===== config.mk =====
export PLATFORM = sky130hd
export DESIGN_NAME = loop_count_ctl_flat
export DESIGN_NICKNAME = d
export VERILOG_FILES = /design/src/rtl/loop_count_ctl_pkg.sv /design/src/rtl/loop_count_ctl_if.sv /design/src/rtl/loop_count_slice.sv /design/src/rtl/loop_count_ctl.sv /design/src/flat_wrapper.sv
export SDC_FILE = /design/constraint.sdc
export NUM_CORES = 1
export LEC_CHECK = 0
export BUFFER_PORTS_ARGS = -buffer_cell sky130_fd_sc_hd__buf_2
export CELL_PAD_IN_SITES_DETAIL_PLACEMENT = 1
export CELL_PAD_IN_SITES_GLOBAL_PLACEMENT = 1
export CORE_MARGIN = 4
export CORE_UTILIZATION = 36
export DETAILED_ROUTE_END_ITERATION = 12
export GPL_ROUTABILITY_DRIVEN = 0
export HOLD_SLACK_MARGIN = 0.12
export PLACE_DENSITY_LB_ADDON = 0.1
export SYNTH_ARGS = -nofsm -noshare
export SYNTH_HDL_FRONTEND = slang
export SYNTH_SLANG_ARGS = --single-unit

===== constraint.sdc =====
create_clock -name CLK -period 2.6 [get_ports CLK]
set_input_delay 0.26 -clock CLK [delete_from_list [all_inputs] [get_ports CLK]]
set_output_delay 0.26 -clock CLK [all_outputs]
set_load 0.1 [all_outputs]

===== src/rtl/loop_count_ctl_pkg.sv =====
// rtl/loop_count_ctl_pkg.sv - shared types and constants for the loop counter sequencer
// Purpose: slice width, command/SEL opcode encoding and sequencer state type.
// Ports: none (package).
package loop_count_ctl_pkg;

   localparam int SLICE_W = 4;

   // Command opcodes share their encoding with the per-slice SEL code.
   typedef enum logic [1:0] {
      OP_LOAD = 2'b00,
      OP_DEC  = 2'b01,
      OP_INC  = 2'b10,
      OP_HOLD = 2'b11
   } op_t;

   typedef enum logic [1:0] {
      S_IDLE,
      S_RUN,
      S_DONE
   } state_t;

endpackage


===== src/rtl/loop_count_ctl_if.sv =====
// rtl/loop_count_ctl_if.sv - command/status bundle for loop_count_ctl
// Purpose: groups the command handshake, step/abort controls and counter status.
// Ports (signals): cmd_valid/cmd_ready/cmd_op/cmd_data command handshake; step_en, abort run controls;
//   count, slice_sel, slice_cout, busy, done status; count_par when LOOP_COUNT_CTL_PARITY_EN is defined.
// Modports: master drives commands (requester), slave is the loop_count_ctl side.
interface loop_count_ctl_if
   import loop_count_ctl_pkg::*;
   #(parameter int WIDTH = 12) ();

   localparam int NSLICE = WIDTH / SLICE_W;

   logic                  cmd_valid;
   logic                  cmd_ready;
   logic [1:0]            cmd_op;
   logic [WIDTH-1:0]      cmd_data;
   logic                  step_en;
   logic                  abort;
   logic [WIDTH-1:0]      count;
   logic [2*NSLICE-1:0]   slice_sel;
   logic [NSLICE-1:0]     slice_cout;
   logic                  busy;
   logic                  done;
`ifdef LOOP_COUNT_CTL_PARITY_EN
   logic                  count_par;
`endif

   modport master (
      output cmd_valid, cmd_op, cmd_data, step_en, abort,
      input  cmd_ready, count, slice_sel, slice_cout, busy, done
`ifdef LOOP_COUNT_CTL_PARITY_EN
      , input count_par
`endif
   );

   modport slave (
      input  cmd_valid, cmd_op, cmd_data, step_en, abort,
      output cmd_ready, count, slice_sel, slice_cout, busy, done
`ifdef LOOP_COUNT_CTL_PARITY_EN
      , output count_par
`endif
   );

endinterface


===== src/rtl/loop_count_slice.sv =====
// rtl/loop_count_slice.sv - 4-bit up/down counter slice with carry-in enable
// Purpose: one nibble of the loop counter; LOAD/DEC/INC/HOLD selected by sel.
// Ports: CLK, RESET (async, active-high, clears to 0); sel SEL code; cin step enable;
//   d load value; q slice value; cout terminal/carry indication for the next slice.
module loop_count_slice
   import loop_count_ctl_pkg::*;
(
   input  logic               CLK,
   input  logic               RESET,
   input  op_t                sel,
   input  logic               cin,
   input  logic [SLICE_W-1:0] d,
   output logic [SLICE_W-1:0] q,
   output logic               cout
);

   localparam logic [SLICE_W-1:0] ONE = 1;

   logic [SLICE_W-1:0] q_q, q_d;

   always_comb begin
      q_d = q_q;
      case (sel)
         OP_LOAD: q_d = d;
         OP_DEC:  if (cin) q_d = q_q - ONE;
         OP_INC:  if (cin) q_d = q_q + ONE;
         default: q_d = q_q;
      endcase
   end

   // cout does not include cin; the parent ANDs the chain itself.
   always_comb begin
      cout = 1'b0;
      case (sel)
         OP_LOAD: cout = 1'b1;
         OP_DEC:  cout = (q_q == '0);
         OP_INC:  cout = (q_q == '1);
         default: cout = 1'b0;
      endcase
   end

   always_ff @(posedge CLK or posedge RESET) begin
      if (RESET) q_q <= '0;
      else       q_q <= q_d;
   end

   assign q = q_q;

endmodule


===== src/rtl/loop_count_ctl.sv =====
// rtl/loop_count_ctl.sv - loop counter sequencer built from 4-bit up/down slices
// Purpose: accepts LOAD/DEC-run/INC-run/HOLD commands, steps the sliced counter one count per
//   enabled cycle until terminal (0 for DEC, all-ones for INC), reports done; abort ends a run silently.
// Ports: CLK; RESET (async, active-high); bus (loop_count_ctl_if.slave) carrying the command
//   handshake, step_en/abort, count, slice_sel, slice_cout, busy, done.
// Option: LOOP_COUNT_CTL_PARITY_EN adds bus.count_par = ~^count.
module loop_count_ctl
   import loop_count_ctl_pkg::*;
#(
   parameter int WIDTH = 12
) (
   input logic              CLK,
   input logic              RESET,
   loop_count_ctl_if.slave  bus
);

   localparam int NSLICE = WIDTH / SLICE_W;

   state_t state_q, state_d;
   op_t    run_op_q, run_op_d;
   logic   busy_q, busy_d;
   logic   done_q, done_d;
   logic   ready_q, ready_d;

   logic [WIDTH-1:0]  count;
   logic [NSLICE-1:0] carry;
   logic [NSLICE-1:0] cout;
   op_t               cmd_op;
   op_t               sel;
   logic              accept;
   logic              terminal;

   assign cmd_op   = op_t'(bus.cmd_op);
   assign accept   = bus.cmd_valid & ready_q;
   assign terminal = (run_op_q == OP_DEC) ? (count == '0) : (count == '1);

   // All slices share one SEL: run direction while running, load on the LOAD accept cycle.
   always_comb begin
      sel = OP_HOLD;
      if (state_q == S_RUN)
         sel = run_op_q;
      else if (accept && (cmd_op == OP_LOAD))
         sel = OP_LOAD;
   end

   // Abort and terminal both suppress the step so count holds its pre-edge value.
   assign carry[0] = bus.step_en & (state_q == S_RUN) & ~bus.abort & ~terminal;

   for (genvar i = 0; i < NSLICE; i++) begin : g_slice
      loop_count_slice u_slice (
         .CLK  (CLK),
         .RESET(RESET),
         .sel  (sel),
         .cin  (carry[i]),
         .d    (bus.cmd_data[i*SLICE_W +: SLICE_W]),
         .q    (count[i*SLICE_W +: SLICE_W]),
         .cout (cout[i])
      );
      if (i < NSLICE - 1) begin : g_ripple
         assign carry[i+1] = carry[i] & cout[i];
      end
   end

   always_comb begin
      state_d  = state_q;
      run_op_d = run_op_q;
      case (state_q)
         S_IDLE: begin
            if (accept) begin
               if ((cmd_op == OP_DEC) || (cmd_op == OP_INC)) begin
                  state_d  = S_RUN;
                  run_op_d = cmd_op;
               end else begin
                  state_d = S_DONE;
               end
            end
         end
         S_RUN: begin
            if (bus.abort)    state_d = S_IDLE;
            else if (terminal) state_d = S_DONE;
         end
         S_DONE:  state_d = S_IDLE;
         default: state_d = S_IDLE;
      endcase
      // Outputs decode the next state so they are registered alongside it.
      busy_d  = (state_d == S_RUN);
      done_d  = (state_d == S_DONE);
      ready_d = (state_d == S_IDLE);
   end

   always_ff @(posedge CLK or posedge RESET) begin
      if (RESET) begin
         state_q  <= S_IDLE;
         run_op_q <= OP_HOLD;
         busy_q   <= 1'b0;
         done_q   <= 1'b0;
         ready_q  <= 1'b1;
      end else begin
         state_q  <= state_d;
         run_op_q <= run_op_d;
         busy_q   <= busy_d;
         done_q   <= done_d;
         ready_q  <= ready_d;
      end
   end

   assign bus.cmd_ready  = ready_q;
   assign bus.busy       = busy_q;
   assign bus.done       = done_q;
   assign bus.count      = count;
   assign bus.slice_sel  = {NSLICE{sel}};
   assign bus.slice_cout = cout;

`ifdef LOOP_COUNT_CTL_PARITY_EN
   // count is itself a flop output, so this changes on the same edge as count.
   assign bus.count_par = ~^count;
`endif

endmodule


===== src/flat_wrapper.sv =====
// flat-port wrapper written by rule: the top's interface ports become plain ports
module loop_count_ctl_flat import loop_count_ctl_pkg::*;
#(
   parameter int WIDTH = 12
)
  (CLK, RESET, bus_cmd_valid, bus_cmd_op, bus_cmd_data, bus_step_en, bus_abort, bus_cmd_ready, bus_count, bus_slice_sel, bus_slice_cout, bus_busy, bus_done);
  loop_count_ctl_if #(.WIDTH(WIDTH)) bus_i ();
  input logic CLK;
  input logic RESET;
  input wire logic [$bits(bus_i.cmd_valid)-1:0] bus_cmd_valid;
  input wire logic [$bits(bus_i.cmd_op)-1:0] bus_cmd_op;
  input wire logic [$bits(bus_i.cmd_data)-1:0] bus_cmd_data;
  input wire logic [$bits(bus_i.step_en)-1:0] bus_step_en;
  input wire logic [$bits(bus_i.abort)-1:0] bus_abort;
  output wire logic [$bits(bus_i.cmd_ready)-1:0] bus_cmd_ready;
  output wire logic [$bits(bus_i.count)-1:0] bus_count;
  output wire logic [$bits(bus_i.slice_sel)-1:0] bus_slice_sel;
  output wire logic [$bits(bus_i.slice_cout)-1:0] bus_slice_cout;
  output wire logic [$bits(bus_i.busy)-1:0] bus_busy;
  output wire logic [$bits(bus_i.done)-1:0] bus_done;
  assign bus_i.cmd_valid = bus_cmd_valid;
  assign bus_i.cmd_op = bus_cmd_op;
  assign bus_i.cmd_data = bus_cmd_data;
  assign bus_i.step_en = bus_step_en;
  assign bus_i.abort = bus_abort;
  assign bus_cmd_ready = bus_i.cmd_ready;
  assign bus_count = bus_i.count;
  assign bus_slice_sel = bus_i.slice_sel;
  assign bus_slice_cout = bus_i.slice_cout;
  assign bus_busy = bus_i.busy;
  assign bus_done = bus_i.done;
  loop_count_ctl #(.WIDTH(WIDTH)) u_core (.CLK(CLK), .RESET(RESET), .bus(bus_i));
endmodule

After elaboration in Yosys (flattened, before gate mapping)
Index checks and enable logic that the tools add are counted.

$lt $le $gt $ge: 0. Multipliers: 0. Div/mod/pow operators: 0. Reductions and logical operators: 15. Bitwise logic cells: 8. Shift operators: 0. Eq/ne operators: 18. Muxes and demuxes: 20. $add $sub $neg: 6.

Operators with widths (count): $pmux W4 S3 (3); $mux W4 (6); $add A4 B1 Y4 const B (3); $eq A12 B12 Y1 const B (1); $eq A4 B4 Y1 const B (3); $logic_not A12 Y1 (1); $logic_not A4 Y1 (3); $mux W2 (6); $ne A2 B2 Y1 const B (6); $reduce_and A3 Y1 (4); $sub A4 B1 Y4 const B (3); $eq A2 B1 Y1 const B (5); $pmux W1 S3 (3); $logic_not A2 Y1 (4); $and A1 B1 Y1 (6); $eq A2 B2 Y1 const B (3); $pmux W2 S2 (1); $reduce_bool A3 Y1 (1); $not A1 Y1 (2); $logic_and A1 B1 Y1 (1); $logic_or A1 B1 Y1 (1); $mux W1 (1).

Memories: 0. Word-level logic and storage cells: 75. Memory bits (writable): 0. Register bits after elaboration: 19. ROM bits: 0. Bits in latches: 0.

Logic depth before layout (Yosys ltp)
Depth after elaboration: 10. Mapped depth: 14.

Modules after synthesis
A second synthesis with hierarchy kept.

Cells, all modules: 207. Area, all modules: 1798.0 µm².

By module, submodules not included: loop_count_slice (area an instance 444.2 µm², times used 3, seq. area each 100.1 µm², cells an instance 54); loop_count_ctl (area an instance 465.4 µm², times used 1, seq. area each 178.9 µm², cells an instance 45).

Least setup slack after synthesis
Ideal clock, no wire load.

Path type: reg-to-reg. Start point: reg u_core.ready_q, in the netlist u_core.bus.cmd_ready. End point: reg u_core.g_slice[1].u_slice.q_q[3]. Buffers on the path: 1. Clock period less this slack: 3.456 ns. Setup time: 0.139 ns. Stages on the path, launching flop included: 13. Arrival time: 3.317 ns. Required time: 2.461 ns. Path slack: -0.856 ns. Cells stage by stage: dfstp_2 > nand4_1 > o21a_1 > ha_1 > clkbuf_8 > inv_1 > ha_1 > a21o_1 > a21oi_1 > xnor2_1 > nand2_1 > a21oi_1 > a21oi_1.

Word-level cells in the longest chain between the ends: 9.

Ends and longest elaborated chain: start: declaration (line loop_count_ctl.sv:23) `logic ready_q, ready_d;`; start signal: assignment (line loop_count_ctl.sv:103) `ready_q <= ready_d;`; $and A1 B1 Y1 (*) (line loop_count_ctl.sv:34) `assign accept = bus.cmd_valid & ready_q;`; $logic_and A1 B1 Y1 (*) (line loop_count_ctl.sv:42) `else if (accept && (cmd_op == OP_LOAD))`; $mux W2 (*) (line loop_count_ctl.sv:42); $mux W2 (*) (line loop_count_ctl.sv:40) `if (state_q == S_RUN)`; via bus_slice_sel[1] (line flat_wrapper.sv:17) `output wire logic [$bits(bus_i.slice_sel)-1:0] bus_slice_sel;`; $eq A2 B2 Y1 (tied with other cells) (line loop_count_slice.sv:23, loop_count_slice.sv:34); $pmux W1 S3 (line loop_count_slice.sv:34) `case (sel)`; $and A1 B1 Y1 (line loop_count_ctl.sv:60) `assign carry[i+1] = carry[i] & cout[i];`; $ne A2 B2 Y1 (no line); $reduce_and A3 Y1 (no line); end signal: assignment (line loop_count_slice.sv:44) `else q_q <= q_d;`; end: declaration (line loop_count_slice.sv:19) `logic [SLICE_W-1:0] q_q, q_d;`.

The timed path passes the listed nets; every way through them passes the cells marked *. A chain may end at the register's enable or synchronous reset.

Worst setup path after layout
Start point: reg u_core.ready_q, in the netlist u_core.bus.cmd_ready. End point: reg u_core.g_slice[1].u_slice.q_q[2].

Word-level cells in the longest chain between the ends: 9.

Ends and longest elaborated chain (line): $and A1 B1 Y1 (*) (loop_count_ctl.sv:34); $logic_and A1 B1 Y1 (*) (loop_count_ctl.sv:42); $mux W2 (*) (loop_count_ctl.sv:42); $mux W2 (*) (loop_count_ctl.sv:40); $eq A2 B2 Y1 (tied with other cells) (loop_count_slice.sv:23, loop_count_slice.sv:34); $pmux W1 S3 (loop_count_slice.sv:34); $and A1 B1 Y1 (loop_count_ctl.sv:60); $ne A2 B2 Y1 (no line); $reduce_and A3 Y1 (no line).

Every way passes the cells marked *; elsewhere a longest branch is shown, timed or not.

==> flow_summary.yaml <==
outcome:
  status: "complete, no violations"
logic_synthesis:
  syn-cell-area_um2: 1550
  asyncSetResetFlopFracSynth_pct: 100
  yosysUniqueCellTypes: 46
  synth.top_cells.by_area: "sky130_fd_sc_hd__dfrtp_1 26%, sky130_fd_sc_hd__ha_1 9.7%, sky130_fd_sc_hd__dfstp_2 5.1%"
  synthesized_instance_count: 149
  seq_area_frac_synth_pct: 30.9
  syn_nets: 183
  synthFlopType: "sky130_fd_sc_hd__dfrtp_1"
  synth_area_per_cell_um2: 10.4
  synth.largest_area_cell: "sky130_fd_sc_hd__dfrtp_1"
  synth_top_area_share_pct: 25.8
  yosysWarnings: 0
  synth_enable_flop_cells: 0
  synth_seq_cells: 19
finish:
  n_fill_cell: 480
  insertedDiodeCount: 0
  syn2layout_area_growth_pct: 33.8
  drive_above_1_share_pct: 52.2
  num-nets-final: 238
  fin_area_um2: 2070
floorplan:
  num_io_pins: 43
  core.rowCount: 23
  floorplan.initialDensity_pct: 37.9
  floorplan.die_area_um2: 5420
  floorplan.die.width_um: 73.6
  die_y_um: 73.6
  design.core.area_um2: 4090
clocking:
  cts_hold_repair.buffers: 0
  cts_bufs_inserted: 3
  clock_transition_at_the_register_clock_pins_on_the_worst_setup_and_hold_paths_after_cts_ns: 0.09
  clkSinkCount: 19
  tritoncts: "done"
  ctsRootBufferMaster: "sky130_fd_sc_hd__clkbuf_8"
  clk_latency_ns: 0.27
  htree_num_levels: 1
  cts_max_path_buffers: 2
grt:
  grt_antenna_before_repair: 0
  grt_pass1_vias: 1412
  grtUsageTotal_pct: 16.4
  grt_start_max_net_pins: 20
  gr-total-overflow: 0
  grt_pass1_wl_mm: 6.87
timing:
  finalMaxSlewViolations: 0
  rsz0062_at_grt: "yes"
  max_slew.worst_pin.slew_ns: 0.806
  report.final.setup_viol: 0
  max_slew_margin_pct: 46.2
  hold_violations: 0
  fmax_ghz: 0.395
  final_period_minus_worst_setup_slack_ns: 2.53
  worst_clock_skew_on_the_final_layout_ns: 0.00819
  final.period_utilization_pct: 97.5
setup_path:
  rr_endpoint: "u_core.g_slice[1].u_slice.q[2]"
  critical_path_peak_fanout: 7
  critPathRequiredTime_ns: 2.75
  startpoint_type: "flop"
  timing.critical_path.cells: "nand4_1 -> o21ai_4 -> clkinvlp_4 -> ha_4 -> and2b_1 -> nand4b_4 -> o31ai_4 -> mux2_4"
  critPathArrivalTime_ns: 2.68
  number_of_buffers_and_inverters_on_the_critical_path: 1
  critical_path.max_stage_delay_ns: 0.62
  setup.worst_path.class: "reg2reg"
  critPathCaptureType: "flop"
  r2r-start: "u_core.bus.cmd_ready"
  timing.critical_path.slowest_stage_cell: "sky130_fd_sc_hd__dfstp_4"
  r2r_slack_ns: 0.07
  critical_path.top_delay_family: "flip-flops"
  reg2regPathDepth: 8
routing:
  route.detailed.vias_per_inst: 5.19
  final_routed_wire_length_divided_by_cell_count_um: 16.9
  routed-via-count: 1312
  dr.first_iter.drc_count: 46
  drcViolationCount: 0
  detail_route.wirelength_mm: 4.27
  antenna_violating_nets_left: 0
  detailedRoute.firstPassIterationCount: 4
flow_run:
  max_cap_viol_count: 0
placement:
  portBuffers: 42
  post_dp_hpwl_mm: 3.23
  placedInstanceArea_um2: 1880
worst_hold_path:
  hold_path.class: "in2async"
layout make-up:
type                            count  area (um^2)  area share, %
Clock buffer                        3         41.3           1.99
Clock inverter                      1         5.00          0.242
Inverter                            9         37.5           1.81
Multi-Input combinational cell    111         1050           50.6
Sequential cell                    19          484           23.4
Tap cell                           50         62.6           3.02
Timing Repair Buffer               60          393           19.0
through the flow:
step | hold slack, ns | setup TNS (ns) | worst slack (ns) | util [%] | cells
6_report | 0.134 | 0 | 0.0659 | 50.7 | 253
5_1_grt | 0.205 | -0.357 | -0.0572 | 50.7 | 253
4_1_cts | 0.171 | 0 | 0.0194 | 47.7 | 245
3_5_place_dp | 0.466 | 0 | 0.0348 | 45.9 | 239
3_3_place_gp | 0.423 | 0 | 0.102 | 45.9 | 239
2_1_floorplan | 0.209 | -6.08 | -0.547 | - | 149
metal layers:
layer	global-route usage, %	part of all wire (%)
met5	0	0
met4	5.43	1.5
met3	2.46	4.1
met2	28.1	49
met1	20.8	45
flip-flops by register name (all words and copies together) (netlist names):
name and count:
u_core.g_slice.u_slice.q 12, u_core.bus.done 1, u_core.bus.cmd_ready 1, u_core.state_q 2, u_core.bus.busy 1, u_core.run_op_q 2
cells in the final DEF, fill, tap and decap left out, types with 2 or more instances in the layout:
| master | count |
|---|---|
| sky130_fd_sc_hd__ha_1 | 9 |
| sky130_fd_sc_hd__dfrtp_1 | 15 |
| sky130_fd_sc_hd__buf_6 | 4 |
| sky130_fd_sc_hd__mux2i_1 | 4 |
| sky130_fd_sc_hd__mux2_4 | 2 |
| sky130_fd_sc_hd__nand2_1 | 11 |
| sky130_fd_sc_hd__dfstp_2 | 2 |
| sky130_fd_sc_hd__a21oi_1 | 9 |
| sky130_fd_sc_hd__buf_2 | 39 |
| sky130_fd_sc_hd__buf_12 | 2 |
| sky130_fd_sc_hd__nand4_1 | 2 |
| sky130_fd_sc_hd__a21oi_2 | 7 |
| sky130_fd_sc_hd__o21ai_0 | 5 |
| sky130_fd_sc_hd__mux2_2 | 3 |
| sky130_fd_sc_hd__ha_2 | 2 |
| sky130_fd_sc_hd__clkbuf_8 | 3 |
| sky130_fd_sc_hd__fa_1 | 3 |
| sky130_fd_sc_hd__inv_1 | 7 |
| sky130_fd_sc_hd__a21o_1 | 5 |
| sky130_fd_sc_hd__nor4_4 | 2 |
| sky130_fd_sc_hd__nor2_2 | 2 |
| sky130_fd_sc_hd__xnor2_1 | 6 |
| sky130_fd_sc_hd__a221oi_4 | 2 |
| sky130_fd_sc_hd__buf_4 | 15 |
| sky130_fd_sc_hd__o31ai_4 | 2 |
| sky130_fd_sc_hd__nor2_1 | 8 |
| sky130_fd_sc_hd__o22ai_1 | 3 |
cells by family after synthesis:
logic type | Yosys count | share of synthesized area (%)
AOI/OAI and AO/OA | 40 | 18.3
xor gates and xnor gates | 6 | 3.39
adders and majority gates | 15 | 13.6
buffers and inverters | 19 | 7.92
DFF | 19 | 30.9
muxes | 9 | 6.46
and+or+nand+nor | 41 | 19.4
Yosys cell counts, drive strengths merged, types with 2 or more instances:
cell,instances
fa,3
nor2,10
buf,7
and2b,2
and4,2
a21oi,16
dfrtp,16
o22ai,3
mux2i,4
xnor2,6
dfstp,3
or3,2
o31ai,2
inv,9
o21ai,7
nor4,3
mux2,5
a221oi,2
a21o,5
clkbuf,2
ha,12
nand4,3
nand2,12
worst max-delay path by stage:
stage / start / endpoint / slack [ns] / depth (start not counted)
3_3_place_gp: u_core.bus.cmd_ready / u_core.g_slice[1].u_slice.q[2] / 0.10 / 8
2_1_floorplan: u_core.bus.cmd_ready / u_core.g_slice[1].u_slice.q[2] / -0.55 / 8
6_report: u_core.bus.cmd_ready / u_core.g_slice[1].u_slice.q[2] / 0.07 / 8
3_5_place_dp: u_core.state_q[0] / u_core.g_slice[1].u_slice.q[3] / 0.03 / 11
5_1_grt: u_core.bus.cmd_ready / u_core.g_slice[1].u_slice.q[2] / -0.06 / 8
4_1_cts: u_core.state_q[0] / bus_slice_cout[0] / 0.02 / 8
repair_timing:
action | in CTS | in global routing
resized for setup | 3 | 16
setup endpoints to repair | 3 | 13
pin swaps | 1 | 5
setup buffers | 2 | 8
Power is not shown: default switching activity piles up to over one toggle a cycle in this logic, so the estimate is an artifact.
